==> src/rtl/lc3_datapath_gen2.sv <==
// Parametrised LC-3 datapath with a memory read/write handshake FSM.
// Define DP_BUS_CHECK_EN to flag multi-gate bus conflicts on bus_err.
module lc3_datapath_gen2 #(
    parameter int          WIDTH  = 16,
    parameter int          NREGS  = 8,
    parameter logic [15:0] PC_RST = 16'h0000
) (
    input  logic             Clk,
    input  logic             Reset,
    input  logic             LD_MAR,
    input  logic             LD_MDR,
    input  logic             LD_IR,
    input  logic             LD_BEN,
    input  logic             LD_CC,
    input  logic             LD_REG,
    input  logic             LD_PC,
    input  logic             GatePC,
    input  logic             GateMDR,
    input  logic             GateALU,
    input  logic             GateMARMUX,
    input  logic [1:0]       PCMUX,
    input  logic             ADDR1MUX,
    input  logic [1:0]       ADDR2MUX,
    input  logic             MARMUX,
    input  logic             SR1MUX,
    input  logic             DRMUX,
    input  logic             SR2MUX,
    input  logic [1:0]       ALUK,
    input  logic             mem_rd,
    input  logic             mem_wr,
    input  logic             mem_ack,
    input  logic [WIDTH-1:0] mem_rdata,
    output logic             mem_req,
    output logic             mem_we,
    output logic             mem_busy,
    output logic             mem_done,
    output logic             BEN,
    output logic [WIDTH-1:0] MAR,
    output logic [WIDTH-1:0] MDR,
    output logic [WIDTH-1:0] IR,
    output logic [WIDTH-1:0] PC,
    output logic             bus_err,
    output logic [1:0]       mem_state_dbg
);
    localparam int AW = (NREGS > 1) ? $clog2(NREGS) : 1;

    // DONE separates the MDR capture edge from the mem_done pulse edge.
    typedef enum logic [1:0] {S_IDLE, S_RD_WAIT, S_WR_WAIT, S_DONE} mem_state_e;
    mem_state_e state_q, state_d;

    logic [WIDTH-1:0] mar_q, mar_d, mdr_q, mdr_d, ir_q, ir_d, pc_q, pc_d;
    logic [WIDTH-1:0] regs_q [NREGS];
    logic [2:0]       nzp_q, nzp_d;
    logic             ben_q, ben_d, done_q, done_d;
    logic [2:0]       sr1_idx, dr_idx, sr2_idx;
    logic [WIDTH-1:0] bus, alu_out, alu_b, sr1_val, sr2_val;
    logic [WIDTH-1:0] addr1, addr2, adder_out, marmux_out;
    logic             busy;

`ifdef DP_BUS_CHECK_EN
    logic multi_gate;
    logic bus_err_q, bus_err_d;
    assign multi_gate = ($countones({GateMDR, GateALU, GatePC, GateMARMUX}) > 1);
    assign bus_err_d  = bus_err_q | multi_gate;
    always_ff @(posedge Clk or negedge Reset) begin
        if (!Reset) bus_err_q <= 1'b0;
        else        bus_err_q <= bus_err_d;
    end
    assign bus_err = bus_err_q;
`else
    assign bus_err = 1'b0;
`endif

    always_comb begin
        sr1_idx = SR1MUX ? ir_q[8:6] : ir_q[11:9];
        dr_idx  = DRMUX ? 3'b111 : ir_q[11:9];
        sr2_idx = ir_q[2:0];
    end

    assign sr1_val = regs_q[sr1_idx[AW-1:0]];
    assign sr2_val = regs_q[sr2_idx[AW-1:0]];

    always_comb begin
        alu_b   = SR2MUX ? {{(WIDTH-5){ir_q[4]}}, ir_q[4:0]} : sr2_val;
        alu_out = sr1_val;
        unique case (ALUK)
            2'd0:    alu_out = sr1_val + alu_b;
            2'd1:    alu_out = sr1_val & alu_b;
            2'd2:    alu_out = ~sr1_val;
            default: alu_out = sr1_val;
        endcase
    end

    always_comb begin
        addr1 = ADDR1MUX ? sr1_val : pc_q;
        addr2 = '0;
        unique case (ADDR2MUX)
            2'd0:    addr2 = '0;
            2'd1:    addr2 = {{(WIDTH-6){ir_q[5]}}, ir_q[5:0]};
            2'd2:    addr2 = {{(WIDTH-9){ir_q[8]}}, ir_q[8:0]};
            default: addr2 = {{(WIDTH-11){ir_q[10]}}, ir_q[10:0]};
        endcase
        adder_out  = addr1 + addr2;
        marmux_out = MARMUX ? adder_out : {{(WIDTH-8){1'b0}}, ir_q[7:0]};
    end

    always_comb begin
        bus = '0;
        if (GateMDR)         bus = mdr_q;
        else if (GateALU)    bus = alu_out;
        else if (GatePC)     bus = pc_q;
        else if (GateMARMUX) bus = marmux_out;
`ifdef DP_BUS_CHECK_EN
        if (multi_gate) begin
`ifdef SYNTHESIS
            bus = '0;
`else
            bus = 'x;
`endif
        end
`endif
    end

    // Memory handshake: only IDLE accepts starts; ack is sampled only in WAIT states.
    always_comb begin
        state_d = state_q;
        unique case (state_q)
            S_IDLE: begin
                if (mem_rd)      state_d = S_RD_WAIT;
                else if (mem_wr) state_d = S_WR_WAIT;
            end
            S_RD_WAIT: if (mem_ack) state_d = S_DONE;
            S_WR_WAIT: if (mem_ack) state_d = S_DONE;
            default:   state_d = S_IDLE;
        endcase
    end

    assign busy = (state_q != S_IDLE);

    always_comb begin
        mar_d  = mar_q;
        mdr_d  = mdr_q;
        ir_d   = LD_IR ? bus : ir_q;
        pc_d   = pc_q;
        nzp_d  = nzp_q;
        ben_d  = LD_BEN ? |(ir_q[11:9] & nzp_q) : ben_q;
        done_d = (state_q == S_DONE);
        if (LD_MAR && !busy) mar_d = bus;
        if (state_q == S_RD_WAIT && mem_ack) mdr_d = mem_rdata;
        else if (LD_MDR && !busy)            mdr_d = bus;
        if (LD_PC) begin
            unique case (PCMUX)
                2'd0:    pc_d = pc_q + WIDTH'(1);
                2'd1:    pc_d = bus;
                2'd2:    pc_d = adder_out;
                default: pc_d = pc_q;
            endcase
        end
        if (LD_CC) begin
            if (bus[WIDTH-1])  nzp_d = 3'b100;
            else if (bus == 0) nzp_d = 3'b010;
            else               nzp_d = 3'b001;
        end
    end

    always_ff @(posedge Clk or negedge Reset) begin
        if (!Reset) begin
            state_q <= S_IDLE;
            mar_q   <= '0;
            mdr_q   <= '0;
            ir_q    <= '0;
            pc_q    <= WIDTH'(PC_RST);
            nzp_q   <= 3'b010;
            ben_q   <= 1'b0;
            done_q  <= 1'b0;
        end else begin
            state_q <= state_d;
            mar_q   <= mar_d;
            mdr_q   <= mdr_d;
            ir_q    <= ir_d;
            pc_q    <= pc_d;
            nzp_q   <= nzp_d;
            ben_q   <= ben_d;
            done_q  <= done_d;
        end
    end

    always_ff @(posedge Clk or negedge Reset) begin
        if (!Reset) begin
            for (int i = 0; i < NREGS; i++) regs_q[i] <= '0;
        end else if (LD_REG) begin
            regs_q[dr_idx[AW-1:0]] <= bus;
        end
    end

    assign mem_req       = (state_q == S_RD_WAIT) || (state_q == S_WR_WAIT);
    assign mem_we        = (state_q == S_WR_WAIT);
    assign mem_busy      = busy;
    assign mem_done      = done_q;
    assign BEN           = ben_q;
    assign MAR           = mar_q;
    assign MDR           = mdr_q;
    assign IR            = ir_q;
    assign PC            = pc_q;
    assign mem_state_dbg = state_q;
endmodule
==> config.mk <==
export PLATFORM = sky130hd
export DESIGN_NAME = lc3_datapath_gen2
export DESIGN_NICKNAME = d
export VERILOG_FILES = /design/src/rtl/lc3_datapath_gen2.sv
export SDC_FILE = /design/constraint.sdc
export NUM_CORES = 1
export LEC_CHECK = 0
export ABC_AREA = 1
export CAP_MARGIN = 0
export CORE_MARGIN = 2
export CORE_UTILIZATION = 40
export CTS_CLUSTER_DIAMETER = 50
export DETAILED_ROUTE_END_ITERATION = 8
export SETUP_SLACK_MARGIN = 0.05
export SYNTH_ARGS = -nofsm -noshare
export SYNTH_HDL_FRONTEND = slang
export SYNTH_SLANG_ARGS = --single-unit
==> constraint.sdc <==
create_clock -name Clk -period 3.9 [get_ports Clk]
set_input_delay 0.585 -clock Clk [delete_from_list [all_inputs] [get_ports Clk]]
set_output_delay 0.585 -clock Clk [all_outputs]
set_load 0.005 [all_outputs]
==> reports/qor.yml, run 1 <==
status:
  outcome: "completed"
floorplanning:
  rows: 68
  start_util_pct: 40.3
  dieArea_sq_mm: 0.0360
  die_h_um: 190
  ios: 115
  die_x_um: 190
  core_area_sq_mm: 0.0343
global_route:
  gr-total-overflow: 0
  antenna_found_initial: 0
  grt_pass1_wl_um: 85200
  grt_usage_pct: 31.1
  grt_pass1_vias: 14600
  grt_max_degree: 107
worst_setup_path:
  cp_data_arrival_time_ns: 4.06
  crit_slowest_cell: "ha_1"
  path_buf_inv: 7
  slowest_delay_ns: 0.31
  crit_type: "input pin to register"
  cp-end-kind: "register"
  critical_path.top_delay_family: "simple AND/OR/NAND/NOR gates"
  cp.required_ns: 4.25
  crit_top_cell: "nand2_1"
  rrSetupSlack_ns: 0.21
  crit_path_max_fanout: 14
  cp-start-kind: "input pin"
sta:
  post-route-min-period_ns: 3.70
  min_period_over_period_pct: 95.0
  slew_violations: 0
  grt_setup_unrepaired: "yes"
  finalClockSkew_ns: 0.0151
  worst_pin_slew_ns: 0.996
  setup_viol: 0
  max_slew_margin_pct: 33.5
  hold_viol_final: 0
  max_freq_mhz: 270
  whs_ns: 0.215
route:
  drt-wirelength-per-cell_um: 20.1
  drc: 0
  dr_total_vias: 15700
  drt_iter0_drc: 1798
  vias_per_cell: 5.53
  wirelength_um: 57000
  dr.pass1.iters: 8
  drtAntennaViolNets: 0
yosys:
  synth_warnings: 0
  syn_area_per_cell_sq_um: 6.74
  synth-edff-count: 0
  synth_cells: 2050
  syn_area_sq_mm: 0.0138
  synth_nets: 2134
  ys_seq_elements: 199
  ys.flop_type: "dfrtp_1"
  yosysUniqueCellTypes: 49
  seq_area_frac_synth_pct: 36.1
  async_reset_ff_share_pct: 100
cts:
  cts_buffer_depth: 2
  cts_buffers: 17
  htreeDepth: 4
  clock-root-buffer: "clkbuf_16"
  cts.sinks: 199
  cts_hold_buf: 0
  path_clk_slew_ns: 0.08
  clk_latency_ns: 0.46
  tritoncts: "built"
layout:
  nets: 2450
  n_antenna_cell: 0
  n_fill_cell: 3316
  fin_util_pct: 55.2
  syn_to_final_growth_pct: 37.1
  drive_gt1_share_pct: 22.6
placed_design:
  place_hpwl_um: 41000
  port_buffers: 113
  place_congestion: 0.960
pwr:
  ir_worst_vdd_mv: 0.459
  p_leak_nw: 9.06
  p_per_area_mw_per_mm2: 768
min_path:
  min_path_type: "input pin to asynchronous set/reset pin"
job:
  max-cap-violations: 0
-- layout make-up --
cell class	count	area (sq um)	area share, %
Clock inverter	13	161	0.852
Clock buffer	18	429	2.27
Inverter	191	726	3.83
Tap cell	455	569	3.01
Sequential cell	199	4990	26.3
Timing Repair Buffer	420	3860	20.4
Multi-Input combinational cell	1537	8210	43.3
-- cells by family (layout without fill, tap and decap cells) --
logic type      after synthesis  in the layout  synth area share [%]
compound gates              473            473                  19.0
buf+inv                     314            642                  9.50
other cells                   1              1                0.0271
flops                       199            199                  36.1
xor+xnor                     11             11                 0.698
simple gates               1011           1011                  30.9
fa+ha+maj                    41             41                  3.82
-- synthesized netlist by cell type, types with 14 or more instances --
master | count | area [sq um]
nand2_1 | 618 | 2320
o21ai_0 | 292 | 1460
nand3_1 | 229 | 1150
dfrtp_1 | 198 | 4950
inv_1 | 183 | 687
nor2_1 | 101 | 379
clkbuf_1 | 87 | 327
a21oi_1 | 76 | 380
ha_1 | 39 | 488
o211ai_1 | 28 | 210
o22ai_1 | 21 | 131
or2_2 | 17 | 106
nand4_1 | 15 | 93.8
buf_2 | 14 | 70.1
-- worst register-to-register path, stage by stage (launching register included) --
cell	delay, ns
dfrtp_2	0.48
buf_4	0.32
o21ai_0	0.14
nor2_1	0.12
o21ai_0	0.09
a22oi_1	0.25
ha_1	0.30
nand2_1	0.12
nand3_2	0.16
buf_4	0.18
nand2_1	0.06
nand2_1	0.11
nand2_1	0.08
nand3_1	0.13
nand3_1	0.14
nand2_2	0.10
nand3_1	0.12
nand2_2	0.10
buf_4	0.14
buf_4	0.13
o211ai_1	0.15
nand3_1	0.09
o21ai_0	0.08
-- through the flow --
step           TNS [ns]  worst slack (ns)  instance area, sq um  std cells  total power [mW]
2_1_floorplan         0             0.193                 13800       2050              7.56
3_3_place_gp     -83.91            -0.771                 17100       2754              11.4
4_1_cts               0            0.0517                 18000       2798              13.6
5_1_grt         -0.0393           -0.0277                 18900       2833              15.5
3_5_place_dp     -87.69            -0.764                 17100       2754              11.5
6_report              0             0.196                 18900       2833              14.6
-- power breakdown --
group / switching [mW] / leakage (nW) / internal, mW
sequential: 0.734 / 2.52 / 2.91
clock: 0.928 / 0.284 / 0.913
combinational: 4.91 / 6.26 / 4.16
-- flip-flops by register name (all words and copies together), names as in the netlist --
| register | flops |
|---|---|
| MDR | 16 |
| BEN | 1 |
| mem_done | 1 |
| MAR | 16 |
| mem_state_dbg | 2 |
| PC | 16 |
| IR | 16 |
| nzp_q | 3 |
| regs_q | 128 |
-- per-layer routing --
layer | vias to the layer above | routed length (um) | GRT usage, %
met1 | 7406 | 25300 | 44.3
met3 | 102 | 4450 | 3.63
met2 | 731 | 25000 | 48.2
met5 | - | 0 | 0
li1 | 7424 | - | -
met4 | 0 | 2240 | 12.2
-- final timing paths --
kind	start	endpoint	cells past startpoint
setup / recovery	SR1MUX	nzp_q[0]$_DFFE_PN0P_	29
hold / removal	Reset	MAR[13]$_DFFE_PN0P_	1
setup reg to reg	IR[1]$_DFFE_PN0P_	PC[5]$_DFFE_PN0P_	22
hold reg to reg	nzp_q[1]$_DFFE_PN1P_	nzp_q[1]$_DFFE_PN1P_	2
max in group asynchronous	Reset	regs_q[26]$_DFFE_PN0P_	2
min in group Clk	nzp_q[1]$_DFFE_PN1P_	nzp_q[1]$_DFFE_PN1P_	2
-- timing repair --
item	CTS	global route
setup endpoints to repair	128	147
buffers inserted	10	31
cloned	3	5
pin swaps	16	69
resized for setup	51	161
-- layout by cell type (no fill, tap or decap), types with 12 or more instances in the layout --
cell               n
nand3_2           35
clkdlybuf4s50_1  111
o22ai_1           21
buf_12            20
nand2_2           50
a21oi_2           12
a21oi_1           63
nand3_1          196
inv_1            174
nand2_1          562
nor2_1            88
ha_1              29
dfrtp_1          193
o21ai_1           24
or2_2             17
nand4_1           15
clkbuf_16         22
o21ai_0          276
o211ai_1          28
buf_4            269
Note: power is estimated with default switching activity, not from simulation.
==> run 2, diff against run 1 <==
Settings changed: CAP_MARGIN 0 to 10, CORE_ASPECT_RATIO set to 0.7.
==> reports/qor.yml, run 2 (same netlist as run 1, synthesis figures left out) <==
global_route:
  gr-total-overflow: 0
  use_met3_pct: 7.60
  grt_usage_pct: 31.8
  grt_use_met1_pct: 49.2
  grt_pass1_vias: 14300
  grt_pass1_wl_um: 86900
  grt_max_degree: 88
  grt-busiest-layer: "met1"
  grtUsageMet2_pct: 44.3
  antenna_found_initial: 2
sta:
  grt_setup_unrepaired: "yes"
  whs_ns: 0.137
  hold_viol_final: 0
  max_slew_margin_pct: 38.2
  finalClockSkew_ns: 0.0300
  min_period_over_period_pct: 98.2
  setup-tns-final_ns: 0
  slew_violations: 0
  setup_viol: 0
  post-route-min-period_ns: 3.83
  worst_pin_slew_ns: 0.926
  max_freq_mhz: 261
cts:
  htreeDepth: 4
  path_clk_slew_ns: 0.09
  clock-root-buffer: "clkbuf_16"
  cts_hold_buf: 0
  tritoncts: "built"
  cts.sinks: 199
  cts_buffers: 17
  cts_buffer_depth: 2
  clk_latency_ns: 0.48
pwr:
  p_seq_share_pct: 24.9
  clkPwrFrac_pct: 12.9
  p_sw_mw: 6.92
  p_sw_share_pct: 46.4
  pwr-share-comb_pct: 62.2
  ir_worst_vdd_mv: 0.384
  p_leak_nw: 8.98
  total_power_mw: 14.9
  p_int_mw: 8.00
  p_per_area_mw_per_mm2: 789
layout:
  syn_to_final_growth_pct: 36.9
  mostFrequentLayoutCell: "nand2_1"
  largest_register_ffs: 128
  multi_input_area_sq_mm: 0.00835
  drive_gt1_share_pct: 23.1
  layout_common_cells: "nand2_1, o21ai_0, buf_4"
  top_register: "regs_q"
  n_antenna_cell: 0
  n_fill_cell: 3280
  nets: 2418
  fin_util_pct: 56.0
  ff_latch_area_sq_mm: 0.00499
  fin_cells: 2811
placed_design:
  place_congestion: 0.991
  port_buffers: 113
  placed_cells: 2736
  place_hpwl_um: 42300
status:
  outcome: "completed"
worst_setup_path:
  cp.depth: 29
  cp-start-kind: "register"
  path_buf_inv: 6
  rrSetupSlack_ns: 0.07
  cp-endpoint: "nzp_q[0]$_DFFE_PN0P_"
  crit_path_start: "IR[10]$_DFFE_PN0P_"
  r2r_end: "nzp_q[0]$_DFFE_PN0P_"
  crit_type: "register to register"
  cp.required_ns: 4.27
  crit_path_max_fanout: 8
  crit_slowest_cell: "dfrtp_1"
  cp_data_arrival_time_ns: 4.21
  crit_top_cell: "nand2_2"
  cp-end-kind: "register"
  worstReg2RegStart: "IR[10]$_DFFE_PN0P_"
  worstRegToRegCells: 29
  slowest_delay_ns: 0.40
  critical_path.top_delay_family: "simple AND/OR/NAND/NOR gates"
floorplanning:
  die_h_um: 159
  die_x_um: 226
  ios: 115
  rows: 56
  start_util_pct: 40.9
  core_area_sq_mm: 0.0338
  dieArea_sq_mm: 0.0361
route:
  drc: 0
  vias_per_cell: 5.61
  drtAntennaViolNets: 0
  drt_iter0_drc: 2085
  wirelength_um: 58700
  drt-wirelength-per-cell_um: 20.9
  dr_total_vias: 15800
  dr.pass1.iters: 6
min_path:
  min_path_type: "input pin to asynchronous set/reset pin"
job:
  max-cap-violations: 0
-- run 2: cell types whose count changed in the layout (fill, tap and decap cells not counted), moves of 4 or more --
cell / change
buf_4: -33
nand2_2: +16
nand2_1: -18
inv_6: -4
nor2_4: +6
o21ai_0: -20
buf_6: -4
o21ai_1: +17
ha_1: -4
nor2_1: -5
buf_12: +5
-- run 2: what timing repair did --
action	CTS	global route
endpoints found under the setup margin	159	154
gates cloned	2	3
pin swaps	4	96
gates resized for setup	31	245
setup buffers	3	37
-- run 2: worst min-delay path by stage --
stage | end | startpoint | cells past startpoint | slack (ns)
2_1_floorplan | BEN$_DFFE_PN0P_ | Reset | 0 | 0.29
3_3_place_gp | nzp_q[1]$_DFFE_PN1P_ | nzp_q[1]$_DFFE_PN1P_ | 2 | 0.46
3_5_place_dp | nzp_q[1]$_DFFE_PN1P_ | nzp_q[1]$_DFFE_PN1P_ | 2 | 0.46
4_1_cts | regs_q[123]$_DFFE_PN0P_ | Reset | 1 | 0.18
5_1_grt | regs_q[107]$_DFFE_PN0P_ | Reset | 1 | 0.19
6_report | regs_q[123]$_DFFE_PN0P_ | Reset | 1 | 0.14
-- run 2: power groups by stage --
stage / clock network, mW / registers (mW) / logic, mW
3_3_place_gp: 0 / 3.69 / 7.83
2_1_floorplan: 0 / 3.45 / 4.11
6_report: 1.93 / 3.71 / 9.28
3_5_place_dp: 0 / 3.69 / 7.88
5_1_grt: 2.04 / 3.81 / 10.1
4_1_cts: 1.94 / 3.67 / 8.04
-- run 2: final cells by class --
| cell class | count | share of cell area, % |
|---|---|---|
| flip-flops and latches | 199 | 26.4 |
| clock inverters | 15 | 1.15 |
| multi-input cells | 1538 | 44.2 |
| well taps | 464 | 3.07 |
| clock buffers | 17 | 2.25 |
| inverters | 191 | 3.84 |
| repair buffers | 387 | 19.1 |
-- run 2: through the flow --
stage	worst slack (ns)	cell area [sq um]
detailed placement	-1.04	16900
CTS	0.0568	17700
floorplan	0.193	13800
global route	-0.104	18900
finish	0.0689	18900
global placement	-1.05	16900
-- run 2: routing by layer --
metal  part of all wire, %  routed length, um
met1                    47              27600
met2                    41              24100
met3                    10               5950
met4                   1.7               1010
met5                 0.022                 13
